<file path="src/rtl/cpu_trace_parser_pkg.sv">
// Shared definitions for the CPU write-trace parser: FSM states, ASCII tokens,
// line formats, error bit positions and small arithmetic helpers.
package cpu_trace_parser_pkg;

    typedef enum logic [3:0] {
        ST_IDLE, ST_CARET, ST_TIME, ST_PC, ST_COLON, ST_REG_S, ST_REG,
        ST_MEM_S, ST_ADDR, ST_SP, ST_LT, ST_EQ, ST_DATA, ST_DONE
    } state_t;

    localparam logic [7:0] ASC_CARET  = 8'h5E;
    localparam logic [7:0] ASC_AT     = 8'h40;
    localparam logic [7:0] ASC_COLON  = 8'h3A;
    localparam logic [7:0] ASC_DOLLAR = 8'h24;
    localparam logic [7:0] ASC_STAR   = 8'h2A;
    localparam logic [7:0] ASC_LT     = 8'h3C;
    localparam logic [7:0] ASC_EQ     = 8'h3D;
    localparam logic [7:0] ASC_HASH   = 8'h23;
    localparam logic [7:0] ASC_SPACE  = 8'h20;

    localparam logic [1:0] FMT_NONE = 2'd0;
    localparam logic [1:0] FMT_REG  = 2'd1;
    localparam logic [1:0] FMT_MEM  = 2'd2;

    localparam int ERR_TIME_ODD = 0;
    localparam int ERR_PC       = 1;
    localparam int ERR_ADDR     = 2;
    localparam int ERR_REG      = 3;

    function automatic logic [31:0] dec_step(input logic [31:0] acc, input logic [3:0] d);
        return acc * 32'd10 + {28'd0, d};
    endfunction

    // Wrapping subtraction turns the two-sided bound into one unsigned compare.
    function automatic logic in_range(input logic [31:0] v, input logic [31:0] lo,
                                      input logic [31:0] hi);
        return (v - lo) <= (hi - lo);
    endfunction

endpackage

</file>
<file path="src/rtl/cpu_trace_parser_char_class.sv">
// Combinational ASCII classifier: decimal / hex / space flags and hex nibble value.
module trace_char_class
    import cpu_trace_parser_pkg::*;
(
    input  logic [7:0] char_i,
    output logic       is_dec_o,
    output logic       is_hex_o,
    output logic       is_space_o,
    output logic [3:0] nibble_o
);

    logic is_lc;
    logic is_uc;

    always_comb begin
        is_dec_o   = (char_i >= 8'h30) && (char_i <= 8'h39);
        is_lc      = (char_i >= 8'h61) && (char_i <= 8'h66);
        is_uc      = (char_i >= 8'h41) && (char_i <= 8'h46);
        is_hex_o   = is_dec_o || is_lc || is_uc;
        is_space_o = (char_i == ASC_SPACE);
        nibble_o   = 4'd0;
        if (is_dec_o) begin
            nibble_o = char_i[3:0];
        end else if (is_lc || is_uc) begin
            // 'a'/'A' have low nibble 1, so +9 maps them onto 10..15.
            nibble_o = char_i[3:0] + 4'd9;
        end
    end

endmodule

</file>
<file path="src/rtl/cpu_trace_parser.sv">
// Character-serial parser for register/memory write trace lines; extracts the
// fields of each complete line and flags semantic errors on a one-cycle valid.
module cpu_trace_parser
    import cpu_trace_parser_pkg::*;
#(
    parameter int          MAX_TIME_DIG = 4,
    parameter int          TIME_W       = 14,
    parameter int          MAX_REG_DIG  = 4,
    parameter int          REG_W        = 14,
    parameter int          HEX_DIG      = 8,
    parameter logic [31:0] PC_LO        = 32'h3000,
    parameter logic [31:0] PC_HI        = 32'h4fff,
    parameter logic [31:0] AD_LO        = 32'h0,
    parameter logic [31:0] AD_HI        = 32'h2fff
) (
    input  logic                   clk,
    input  logic                   reset,
    input  logic [7:0]             char,
    output logic                   valid,
    output logic [1:0]             format_type,
    output logic [TIME_W-1:0]      time_val,
    output logic [4*HEX_DIG-1:0]   pc_val,
    output logic [4*HEX_DIG-1:0]   dest_val,
    output logic [4*HEX_DIG-1:0]   data_val,
    output logic [3:0]             err_code
);

    localparam int AW = 4 * HEX_DIG;

    logic       is_dec, is_hex, is_space;
    logic [3:0] nib;

    trace_char_class u_class (
        .char_i     (char),
        .is_dec_o   (is_dec),
        .is_hex_o   (is_hex),
        .is_space_o (is_space),
        .nibble_o   (nib)
    );

    state_t            state_q;
    logic [7:0]        cnt_q;
    logic              is_mem_q;
    logic [TIME_W-1:0] time_acc_q;
    logic [REG_W-1:0]  reg_acc_q;
    logic [AW-1:0]     pc_acc_q, addr_acc_q, data_acc_q;

    logic              valid_q;
    logic [1:0]        fmt_q;
    logic [TIME_W-1:0] time_q;
    logic [AW-1:0]     pc_q, dest_q, data_q;
    logic [3:0]        err_q;

    logic [31:0]       time_dec, reg_dec;
    logic [3:0]        err_d;
    logic              hex_full;

    always_comb begin
        time_dec = dec_step(32'(time_acc_q), nib);
        reg_dec  = dec_step(32'(reg_acc_q), nib);
        hex_full = (cnt_q == 8'(HEX_DIG));
        err_d                = 4'd0;
        err_d[ERR_TIME_ODD]  = time_acc_q[0];
        err_d[ERR_PC]        = !in_range(32'(pc_acc_q), PC_LO, PC_HI) || (pc_acc_q[1:0] != 2'b00);
        err_d[ERR_ADDR]      = is_mem_q &&
                               (!in_range(32'(addr_acc_q), AD_LO, AD_HI) || (addr_acc_q[1:0] != 2'b00));
        err_d[ERR_REG]       = !is_mem_q && (reg_acc_q > REG_W'(31));
    end

    always_ff @(posedge clk) begin
        if (reset) begin
            state_q    <= ST_IDLE;
            cnt_q      <= '0;
            is_mem_q   <= 1'b0;
            time_acc_q <= '0;
            reg_acc_q  <= '0;
            pc_acc_q   <= '0;
            addr_acc_q <= '0;
            data_acc_q <= '0;
            valid_q    <= 1'b0;
            fmt_q      <= FMT_NONE;
            time_q     <= '0;
            pc_q       <= '0;
            dest_q     <= '0;
            data_q     <= '0;
            err_q      <= '0;
        end else begin
            valid_q <= 1'b0;
            fmt_q   <= FMT_NONE;
            if (char == ASC_CARET) begin
                // A caret always starts a fresh line, wherever we were.
                state_q    <= ST_CARET;
                cnt_q      <= '0;
                time_acc_q <= '0;
                reg_acc_q  <= '0;
                pc_acc_q   <= '0;
                addr_acc_q <= '0;
                data_acc_q <= '0;
            end else begin
                state_q <= ST_IDLE;
                case (state_q)
                    ST_CARET, ST_TIME: begin
                        if (is_dec && (state_q == ST_CARET || cnt_q < 8'(MAX_TIME_DIG))) begin
                            state_q    <= ST_TIME;
                            time_acc_q <= time_dec[TIME_W-1:0];
                            cnt_q      <= cnt_q + 8'd1;
                        end else if (state_q == ST_TIME && char == ASC_AT) begin
                            state_q <= ST_PC;
                            cnt_q   <= '0;
                        end
                    end
                    ST_PC: begin
                        if (is_hex && cnt_q < 8'(HEX_DIG)) begin
                            state_q  <= ST_PC;
                            pc_acc_q <= {pc_acc_q[AW-5:0], nib};
                            cnt_q    <= cnt_q + 8'd1;
                        end else if (char == ASC_COLON && hex_full) begin
                            state_q <= ST_COLON;
                        end
                    end
                    ST_COLON: begin
                        if (is_space) begin
                            state_q <= ST_COLON;
                        end else if (char == ASC_DOLLAR) begin
                            state_q  <= ST_REG_S;
                            is_mem_q <= 1'b0;
                            cnt_q    <= '0;
                        end else if (char == ASC_STAR) begin
                            state_q  <= ST_MEM_S;
                            is_mem_q <= 1'b1;
                            cnt_q    <= '0;
                        end
                    end
                    ST_REG_S, ST_REG: begin
                        if (is_dec && (state_q == ST_REG_S || cnt_q < 8'(MAX_REG_DIG))) begin
                            state_q   <= ST_REG;
                            reg_acc_q <= reg_dec[REG_W-1:0];
                            cnt_q     <= cnt_q + 8'd1;
                        end else if (state_q == ST_REG && is_space) begin
                            state_q <= ST_SP;
                        end else if (state_q == ST_REG && char == ASC_LT) begin
                            state_q <= ST_LT;
                        end
                    end
                    ST_MEM_S, ST_ADDR: begin
                        if (is_hex && cnt_q < 8'(HEX_DIG)) begin
                            state_q    <= ST_ADDR;
                            addr_acc_q <= {addr_acc_q[AW-5:0], nib};
                            cnt_q      <= cnt_q + 8'd1;
                        end else if (state_q == ST_ADDR && hex_full && is_space) begin
                            state_q <= ST_SP;
                        end else if (state_q == ST_ADDR && hex_full && char == ASC_LT) begin
                            state_q <= ST_LT;
                        end
                    end
                    ST_SP: begin
                        if (is_space)           state_q <= ST_SP;
                        else if (char == ASC_LT) state_q <= ST_LT;
                    end
                    ST_LT: begin
                        if (char == ASC_EQ) begin
                            state_q <= ST_EQ;
                            cnt_q   <= '0;
                        end
                    end
                    ST_EQ, ST_DATA: begin
                        if (is_hex && (state_q == ST_EQ || cnt_q < 8'(HEX_DIG))) begin
                            state_q    <= ST_DATA;
                            data_acc_q <= {data_acc_q[AW-5:0], nib};
                            cnt_q      <= cnt_q + 8'd1;
                        end else if (state_q == ST_EQ && is_space) begin
                            state_q <= ST_EQ;
                        end else if (state_q == ST_DATA && hex_full && char == ASC_HASH) begin
                            state_q <= ST_DONE;
                            valid_q <= 1'b1;
                            fmt_q   <= is_mem_q ? FMT_MEM : FMT_REG;
                            time_q  <= time_acc_q;
                            pc_q    <= pc_acc_q;
                            dest_q  <= is_mem_q ? addr_acc_q : AW'(reg_acc_q);
                            data_q  <= data_acc_q;
                            err_q   <= err_d;
                        end
                    end
                    default: state_q <= ST_IDLE;
                endcase
            end
        end
    end

    assign valid       = valid_q;
    assign format_type = fmt_q;
    assign time_val    = time_q;
    assign pc_val      = pc_q;
    assign dest_val    = dest_q;
    assign data_val    = data_q;
    assign err_code    = err_q;

endmodule

</file>
<file path="config.mk">
export PLATFORM = sky130hd
export DESIGN_NAME = cpu_trace_parser
export DESIGN_NICKNAME = d
export VERILOG_FILES = /design/src/rtl/cpu_trace_parser_pkg.sv /design/src/rtl/cpu_trace_parser_char_class.sv /design/src/rtl/cpu_trace_parser.sv
export SDC_FILE = /design/constraint.sdc
export NUM_CORES = 1
export LEC_CHECK = 0
export ABC_AREA = 0
export CAP_MARGIN = 20
export CORE_ASPECT_RATIO = 0.9
export CORE_MARGIN = 5
export CORE_UTILIZATION = 50
export CTS_CLUSTER_DIAMETER = 150
export CTS_CLUSTER_SIZE = 25
export DETAILED_ROUTE_END_ITERATION = 8
export GPL_TIMING_DRIVEN = 0
export HOLD_SLACK_MARGIN = 0.06
export PLACE_DENSITY = 0.76
export REMOVE_ABC_BUFFERS = 1
export SLEW_MARGIN = 20
export SYNTH_ARGS = -nofsm -noshare
export SYNTH_HDL_FRONTEND = slang
export SYNTH_SLANG_ARGS = --single-unit
</file>
<file path="constraint.sdc">
create_clock -name clk -period 3.8 [get_ports clk]
set_clock_uncertainty 0.1 [all_clocks]
set_input_delay 0.57 -clock clk [delete_from_list [all_inputs] [get_ports clk]]
set_output_delay 0.57 -clock clk [all_outputs]
set_load 0.02 [all_outputs]
</file>
# After elaboration in Yosys (flattened, before gate mapping)
# Cells that the tools add are included.
dict set report totals {
  input_bits 10
  ff_bits 254
  wordCells 157
  out_inout_bits 117
}
dict set report classes {
  n_mul 2
  addsub 5
  reduce_logical 50
  magnitude_cmp 11
  n_eq_ne 29
  bitwise 6
  muxes 38
}
# op n
set ops {}
lappend ops {{2-to-1 mux 8 bit} 9}
lappend ops {{equality test 8 x 6 -> 1 bit, second input constant} 7}
lappend ops {{2-to-1 mux 4 bit} 14}
lappend ops {{case mux 8 bit (6 select lines)} 1}
lappend ops {{<= comparator 32 x 13 -> 1 bit, second input constant} 1}
lappend ops {{<= comparator 32 x 14 -> 1 bit, second input constant} 1}
lappend ops {{2-to-1 mux 32 bit} 1}
lappend ops {{case mux 4 bit (8 select lines)} 1}
lappend ops {{subtractor 32 x 14 -> 32 bit, second input constant} 1}
lappend ops {{adder 14 x 4 -> 14 bit} 2}
lappend ops {{multiplier 14 x 3 -> 13 bit, second input constant} 2}
lappend ops {{equality test 4 bit, second input constant} 5}
lappend ops {{logical AND 1 bit} 19}
lappend ops {{equality test 4 x 3 -> 1 bit, second input constant} 4}
lappend ops {{equality test 8 x 7 -> 1 bit, second input constant} 2}
lappend ops {{>= comparator 8 x 7 -> 1 bit, second input constant} 2}
lappend ops {{<= comparator 8 x 7 -> 1 bit, second input constant} 2}
lappend ops {{2-to-1 mux 3 bit} 5}
lappend ops {{> comparator 14 x 5 -> 1 bit, second input constant} 1}
lappend ops {{AND reduction 2 bit} 5}
lappend ops {{OR reduction 2 bit} 5}
lappend ops {{adder 8 x 1 -> 8 bit, second input constant} 1}
lappend ops {{equality test 4 x 2 -> 1 bit, second input constant} 2}
lappend ops {{equality test 8 x 4 -> 1 bit, second input constant} 1}
lappend ops {{22 further kinds} 47}

# Longest topological paths before layout
# Gate-level depths: netlist of the first run.
dict set report depth {
  ltp_word 8
  depth_mapped 17
  mapped_depth_nobuf 17
}

# Hierarchy
# Synthesis of the first run repeated with hierarchy kept, for this count alone.
dict set report hier_totals {
  hier_cells 1453
  hier_area_um2 11563.6
}
# mod instances area_each_um2 cells_each seq_area_each_um2
set by_module_without_submodules {}
lappend by_module_without_submodules {cpu_trace_parser 1 11339.6 1425 5064.9}
lappend by_module_without_submodules {trace_char_class 1 224.0 28 0.0}

# Worst setup path after synthesis of the first run
# No wires, ideal clock.
dict set report synth_timing {
  kind {input to register}
  start {input port char[0]}
  end {register time_acc_q[13]}
  setup_slack_ns 0.196
  t_arrival_ns 3.440
  n_path_buf 0
  required_ns 3.636
  setup_time_ns 0.064
  stages 17
  path_cell_list {inv_1 -> ha_1 -> o21bai_1 -> a21oi_2 -> mux2i_1 -> nor2_1 -> ha_1 -> inv_1 -> fa_1 -> nor2b_1 -> o2111a_1 -> nor3b_1 -> nand4_1 -> nor2_1 -> a211o_1 -> nand4_1 -> nor2_1}
}
dict set report synth_via {
  elab_chain_len 6
}
# element line
set synth_rtl {}
lappend synth_rtl {{start: declaration} cpu_trace_parser.sv:18} ;# input logic [7:0] char,
lappend synth_rtl {{>= comparator 8 x 7 -> 1 bit, or another cell as far along} cpu_trace_parser_char_class.sv:17} ;# is_lc = (char_i >= 8'h61) && (char_i <= 8'h66);
lappend synth_rtl {{logical AND 1 bit (on tied branches)} {cpu_trace_parser_char_class.sv:17, cpu_trace_parser_char_class.sv:18}}
lappend synth_rtl {{logical OR 1 bit} cpu_trace_parser_char_class.sv:24} ;# end else if (is_lc || is_uc) begin
lappend synth_rtl {{2-to-1 mux 4 bit} cpu_trace_parser_char_class.sv:24}
lappend synth_rtl {{2-to-1 mux 4 bit (*)} cpu_trace_parser_char_class.sv:22} ;# if (is_dec_o) begin
lappend synth_rtl {{via nib[1]} cpu_trace_parser.sv:31} ;# logic [3:0] nib;
lappend synth_rtl {{adder 14 x 4 -> 14 bit (*)} cpu_trace_parser_pkg.sv:30} ;# return acc * 32'd10 + {28'd0, d};
lappend synth_rtl {{end signal: assignment} cpu_trace_parser.sv:105} ;# time_acc_q <= time_dec[TIME_W-1:0];
lappend synth_rtl {{end: declaration} cpu_trace_parser.sv:44} ;# logic [TIME_W-1:0] time_acc_q;
# The timed path passes the listed nets; every way through them passes the cells marked *.
# A chain may end at the register's enable or synchronous reset.

# Worst setup path after layout of the first run
dict set report layout_timing {
  start {input port char[1]}
  end {register time_acc_q[11]}
}
# Same word-level chain as after synthesis.

==> results of run 1 <==
where the power goes:
| group | switching, mW | internal, mW |
|---|---|---|
| sequential | 0.000131 | 2.65 |
| combinational | 0.0800 | 0.0355 |
| clock | 0.859 | 0.724 |
path summary, 6_finish.rpt:
| kind | slack (ns) | from | to | cells after the start |
|---|---|---|---|---|
| max | 0.16 | char[1] | time_acc_q[11] | 15 |
| min | 0.35 | reset | pc_val[17] | 2 |
| max reg2reg | 0.50 | reg_acc_q[1] | reg_acc_q[13] | 11 |
| min reg2reg | 0.35 | pc_val[26] | pc_val[26] | 2 |
final cells by class:
| cell class | instances | area (µm²) |
|---|---|---|
| fill | 2048 | 8910 |
| inverter | 24 | 90.1 |
| timing repair buffer | 151 | 1610 |
| sequential | 253 | 5070 |
| antenna | 3 | 7.51 |
| clock inverter | 1 | 30.0 |
| multi-input combinational | 1058 | 6050 |
| clock buffer | 15 | 375 |
| tap | 297 | 372 |
cell usage in the layout, fill, tap and decap left out, types with 19 or more instances in the layout:
cell type and count:
dfxtp_1 252, nand3_1 40, nor3_1 19, nand2_1 372, nor2_1 95, clkdlybuf4s50_1 119, xor2_1 23, a211oi_1 45
ha_1 50, a21oi_1 207, mux2i_1 23, xnor2_1 24, inv_1 23
synth_stat cells, drive strengths merged, types with 2 or more instances:
cell / n
a211o: 4
a211oi: 45
a21o: 3
a21oi: 209
a311oi: 2
and2: 2
and3: 6
and3b: 4
and4: 2
buf: 27
clkbuf: 64
dfxtp: 253
fa: 4
ha: 52
inv: 24
mux2i: 24
nand2: 374
nand2b: 6
nand3: 40
nand4: 16
nand4b: 2
nor2: 97
nor2b: 8
nor3: 22
nor3b: 5
nor4: 10
nor4b: 3
o2111a: 2
o2111ai: 6
o211a: 2
o211ai: 3
o21a: 3
o21ai: 18
o21bai: 5
o311ai: 3
o31ai: 2
or2: 3
or3: 6
or4: 3
xnor2: 24
xor2: 23
flip-flops by register name, indices dropped and copies added, names as in the netlist, 4 cells and up:
name	count
time_val	14
pc_acc_q	32
state_q	4
dest_val	32
cnt_q	8
time_acc_q	14
data_acc_q	32
addr_acc_q	32
reg_acc_q	14
pc_val	32
data_val	32
logic make-up (layout without fill, tap and decap cells):
logic type                 count (synthesis)  count (layout)
and+or+nand+nor                          612             612
AOI/OAI and AO/OA                        319             319
DFF                                      253             253
buffers and inverters                    115             191
adders and majority gates                 56              56
xor gates and xnor gates                  47              47
muxes                                     24              24
other                                      0               3
critical path, cell delays in order:
cell and delay, ns:
clkdlybuf4s15_1 0.28, inv_2 0.09, ha_2 0.21, o21bai_4 0.24, o21ai_0 0.11, a21oi_1 0.41
nor2_1 0.25, ha_1 0.39, nor2b_1 0.19, o2111a_1 0.24, nor3b_4 0.22, nand4_1 0.19
buf_4 0.20, xnor2_1 0.11, a211oi_1 0.22
layer usage:
metal / share of wire [%] / track usage, % / vias to the layer above
met5: 0.13 / 0 / -
met3: 4.8 / 3.26 / 48
met2: 45 / 33.1 / 214
li1: - / - / 5029
met1: 48 / 28.2 / 4598
met4: 1.9 / 3.91 / 6
repair_timing:
item	CTS	global route
gates resized for setup	14	16
pin swaps	2	3
setup endpoints to repair	12	7
setup buffers	3	6
hold buffers	0	0
==> run summary, run 1 <==
Vias/cell - 5.49
Number of detailed-route iterations in the first pass - 6
Slew Limit Fails - 0
Number of cells after detailed placement - 1774
Critical Setup Path Class - input pin to register
Final setup fails - 0
CTS tree - done
WL final - 27100 µm
Simple-Gate Fraction of Synth Area - 23.1%
Final Non-Filler Cells - 1802
Seq/Total Area, Yosys - 44.2%
Slew headroom - 38.9%
Fin Setup TNS - 0 ns
Worst IR Drop VDD - 0.000216 V
Hold Fails Final Rpt - 0
YS warnings - 0
Post-synthesis adder-cell area fraction - 6.38%
Status - finished, final reports clean
Worst-margin pin slew - 0.894 ns
Final worst path period need - 3.64 ns
Leakage power - 4.69 nW
Vias in the first global route - 9282
Post-synthesis xor/xnor area fraction - 3.60%
Largest family of logic cells by synthesized area - simple AND/OR/NAND/NOR gates
Startpoint types - input pin
Syn-to-layout area delta - 18.8%
Crit path max fanout - 5
Dpl cell area - 0.0130 mm²
Clock transition at the registers of the reported paths - 0.10 ns
Synth area leaders - dfxtp_1 (44%), nand2_1 (12%), a21oi_1 (9.1%)
Global-route usage over all layers - 20.1%
Share of layout cells above drive strength 1 - 4.99%
FFs w/ async S/R, synth - 0%
Synthesized instance count - 1426
Compound-Gate Fraction of Synth Area - 16.5%
Setup crit end kind - register
Clock Sinks - 253
Final Cycle Share - 95.7%
HP Class - input pin to register
Synth Flop Type - dfxtp_1
Clk buf depth - 3
Pre-CTS setup slack - -1.33 ns
Nets - 1568
PD cells - 320 mW/mm²
Power Total - 4.35 mW
Final instance area - 0.0136 mm²
First-pass GRT wire length - 45400 µm
FF+latch count, synth - 253
Post-synthesis mux area share - 2.10%
Dpl hpwl - 18900 µm
Row Count - 52
Fin Hold WS - 0.346 ns
CORE AREA - 0.0225 mm²
Clk Latency, worst-skew pair - 0.48 ns
DR iter-0 viols - 696
Cell variety after synth - 68
CTS Buf Count - 14
Worst Path Arrival - 3.94 ns
Avg WL per Cell - 15.0 µm
F_max - 275 MHz
Initial Util - 50.9%
MaxCap Viol Count - 0
Boundary pin count - 127
Top-area cell type share of the netlist area - 44.2%
Final worst slack - 0.164 ns
Routed Antenna Nets - 0
Initial antenna violation count - 6
Critical Path RT - 4.10 ns
H-tree levels - 1
Syn avg cell area - 8.03 µm²
Post-synth EDFFs - 0
# port buffers - 126
Root buffer cell - clkbuf_16
Vias - 9895
Die X - 169 µm
Die height - 154 µm
Die Area - 0.0260 mm²
Drt drc - 0
Largest net degree at the start of global routing - 77
Post-Syn Area - 0.0114 mm²
Fin util - 60.4%
Final GP Congestion - 0.889
Largest area contributor in the netlist - dfxtp_1
Remaining Overflow, GRT - 0
Note: power is estimated with default switching activity, not from simulation.
==> run 2: changes to the inputs <==
- SYNTH_HIERARCHICAL: unset -> 1
==> run 2 against run 1 <==
  * Count of clock-buffer cells in the layout unchanged
  * Cell area about the same
  * First-iteration DRC count increased by 24%
  * Synthesized cell count increased by 1.9%
  * Die area increased by 0.95%
  * Combinational power decreased by 3%
  * Via count increased by 2.2%
  * Worst setup slack improved by 0.040 ns
  * Non-clock buffer count decreased by 6
  * Routed wire length increased by 4.6%
  * Critical endpoint is now time_acc_q[13]
  * Largest cell class unchanged
  * Largest power group unchanged
==> run summary, run 2 <==
Status - finished, final reports clean
Final worst path period need - 3.60 ns (-0.0396 ns)
H-tree levels - 1 (unchanged)
Row Count - 52 (unchanged)
Global-route usage over all layers - 20.8% (+0.66 points)
Clock Sinks - 253 (unchanged)
Initial Util - 51.1% (+0.22 points)
Vias in the first global route - 9310 (+0.30%)
Die height - 154 µm (+0.47%)
WL final - 28400 µm (+4.6%)
Final worst slack - 0.204 ns (+0.0396 ns)
Final GP Congestion - 0.881 (-0.88%)
Worst-margin pin slew - 0.813 ns (-0.0808 ns)
Vias/cell - 5.54 (+0.97%)
Share of layout cells above drive strength 1 - 4.98% (-0.016 points)
CTS tree - done
Most frequent cells in the layout - nand2_1 (427), dfxtp_1 (252), a21oi_1 (232), clkdlybuf4s50_1 (120), nor2_1 (61)
Syn-to-layout area delta - 17.6%
Final Cycle Share - 94.6% (-1.0 points)
Remaining Overflow, GRT - 0 (unchanged)
Beginning of the worst register-to-register path - time_acc_q[1]
Reg2Reg Depth - 10 (-1)
Syn avg cell area - 7.96 µm² (-0.86%)
Number of detailed-route iterations in the first pass - 5 (-1)
Clock transition at the registers of the reported paths - 0.10 ns (about the same)
RR Endpoint - time_acc_q[13]
Worst IR Drop VDD - 0.000264 V (+22%)
Die X - 170 µm (+0.47%)
Final setup fails - 0 (unchanged)
Worst path cell trace - clkdlybuf4s50_1 > nor4b_4 > o311ai_4 > o22ai_4 > ha_1 > inv_1 > fa_1 > nor2b_1 > o2111ai_1 > nor3_2 > nand4_1 > nor3_2 > xnor2_1 > a21oi_1
MaxCap Viol Count - 0 (unchanged)
HP Class - input pin to register
N_diodes - 0 (-3)
# port buffers - 126 (unchanged)
CORE AREA - 0.0226 mm² (+0.58%)
Startpoint types - input pin
Boundary pin count - 127 (unchanged)
Cell variety after synth - 68 (unchanged)
Top-area cell type share of the netlist area - 43.8% (-0.45 points)
Switching Power - 0.941 mW (+0.25%)
Pre-CTS setup slack - -1.18 ns (+0.145 ns)
Count leader, synth - nand2_1
DR iter-0 viols - 863 (+24%)
Fillcell total - 2022 (-1.3%)
Commonest non-fill, non-tap cell in the layout - nand2_1
Root buffer cell - clkbuf_16
Hold Fails Final Rpt - 0 (unchanged)
Post-synth EDFFs - 0 (unchanged)
Dpl hpwl - 19500 µm (+3.1%)
Largest area contributor in the netlist - dfxtp_1
Comb pwr share - 2.6% (about the same)
CP max stage delay - 0.57 ns (+0.16 ns)
Avg WL per Cell - 15.5 µm (+3.4%)
Synth area leaders - dfxtp_1 (44%), nand2_1 (14%), a21oi_1 (10%)
Fin util - 60.0% (-0.37 points)
FF+latch count, synth - 253 (unchanged)
Crit path max fanout - 5 (unchanged)
Post-Syn Area - 0.0116 mm² (+1.0%)
Worst hold endpoint - dest_val[1]
Top post-synthesis cells by count - nand2_1 (427), dfxtp_1 (253), a21oi_1 (233)
Critical Path Start - char[6]
Flop pwr share - 61.0% (about the same)
Slowest-stage cell, CP - clkdlybuf4s50_1
Critical Setup Path Class - input pin to register
Clk buf depth - 3 (unchanged)
YS warnings - 6 (+6)
Synthesized instance count - 1453 (+1.9%)
FFs w/ async S/R, synth - 0% (unchanged)
CP most frequent cell - nor3_2
Setup crit end kind - register
Slew headroom - 44.3% (+5.4 points)
First-pass GRT wire length - 46800 µm (+3.2%)
Fin Setup TNS - 0 ns (unchanged)
Leakage power - 4.70 nW (+0.28%)
Routed Antenna Nets - 0 (unchanged)
Int Pwr - 3.40 mW (-0.13%)
Critical Path RT - 4.04 ns (-0.06 ns)
Hold Path Depth - 2 (unchanged)
Worst hold start - reset
Clk Latency, worst-skew pair - 0.48 ns (about the same)
Worst Path Arrival - 3.84 ns (-0.10 ns)
Drt drc - 0 (unchanged)
F_max - 278 MHz (+1.1%)
Die Area - 0.0263 mm² (+0.95%)
Slew Limit Fails - 0 (unchanged)
PD cells - 320 mW/mm² (about the same)
Seq/Total Area, Yosys - 43.8% (-0.45 points)
Nets - 1593 (+1.6%)
R2R Setup Slk - 0.66 ns (+0.16 ns)
Synth Flop Type - dfxtp_1
Sw Ratio - 21.7% (+0.066 points)
CTS Buf Count - 14 (unchanged)
Largest net degree at the start of global routing - 86 (+12%)
Clock power frac - 36.5% (about the same)
Vias - 10100 (+2.2%)
Initial antenna violation count - 0 (-6)
==> run 2: cell types whose count changed after synthesis, sizes merged, moves of 4 or more <==
cell,before,now
buf,27,12
a21oi,209,233
o22ai,1,9
nor2,97,66
or3,6,11
xnor2,24,14
a31oi,1,5
nor3,22,14
clkbuf,64,75
nor4,10,14
nand2,374,427
a211oi,45,19
nand4,16,9
==> run 2: power by group through the flow <==
stage	registers, mW	logic [mW]	clock network [mW]
final	2.65	0.112	1.58
after global routing	2.65	0.121	1.73
after global placement	2.71	0.0945	0
after floorplan	2.71	0.0408	0
after detailed placement	2.71	0.106	0
after CTS	2.65	0.110	1.63
==> run 2: worst max path at each step <==
| stage | end | slack, ns |
|---|---|---|
| 3_5_place_dp | time_acc_q[13] | -1.18 |
| 6_report | time_acc_q[13] | 0.20 |
| 3_3_place_gp | err_code[2] | -5.28 |
| 2_1_floorplan | dest_val[31] | -1.66 |
| 4_1_cts | time_acc_q[13] | 0.06 |
| 5_1_grt | time_acc_q[13] | -0.01 |
==> run 2: layout make-up <==
class	count	area (µm²)	area share (%)
Tap cell	297	372	2.73
Clock inverter	1	30.0	0.221
Timing Repair Buffer	145	1560	11.4
Multi-Input combinational cell	1086	6090	44.8
Clock buffer	15	375	2.76
Inverter	27	101	0.745
Sequential cell	253	5070	37.3
==> run 2: kinds of logic (layout without fill, tap and decap cells) <==
group / count (synthesis) / in the layout / synth area share [%]
AO/OA/AOI/OAI: 330 / 330 / 16.3
XOR/XNOR: 39 / 39 / 2.95
adder cells (fa/ha/maj): 56 / 56 / 6.32
buffers and inverters: 114 / 188 / 4.32
flip-flops: 253 / 253 / 43.8
multiplexers: 23 / 23 / 2.08
AND/OR/NAND/NOR: 638 / 638 / 24.2
==> run 2: worst max-delay path: cells and delay by family <==
kind                       cells  cell delay [ns]
buffers and inverters          2             0.63
adders and majority gates      2             0.62
xor gates and xnor gates       1             0.18
and+or+nand+nor                5             1.09
AOI/OAI and AO/OA              4             0.74
==> run 2: repair_timing <==
item	in CTS	in global routing
pin swaps	3	4
gates resized for setup	10	8
endpoints found under the setup margin	11	7
hold buffers	0	0
setup buffers	4	2
==> run 2: through the flow <==
stage / hold WS [ns] / instance area [µm²] / total power, mW / instances
2_1_floorplan: 0.327 / 11200 / 2.75 / 1366
3_3_place_gp: 0.338 / 12800 / 2.81 / 1789
3_5_place_dp: 0.343 / 13100 / 2.82 / 1801
4_1_cts: 0.299 / 13500 / 4.39 / 1821
5_1_grt: 0.301 / 13600 / 4.50 / 1824
6_report: 0.313 / 13600 / 4.35 / 1824
==> run 2: layer usage <==
layer  vias up  part of all wire, %  track usage, %
li1       5098                    -               -
met5         -                    0               0
met2       234                   47            34.3
met1      4754                   47            29.9
met4         0                  1.2            3.57
met3        27                  5.0            2.35
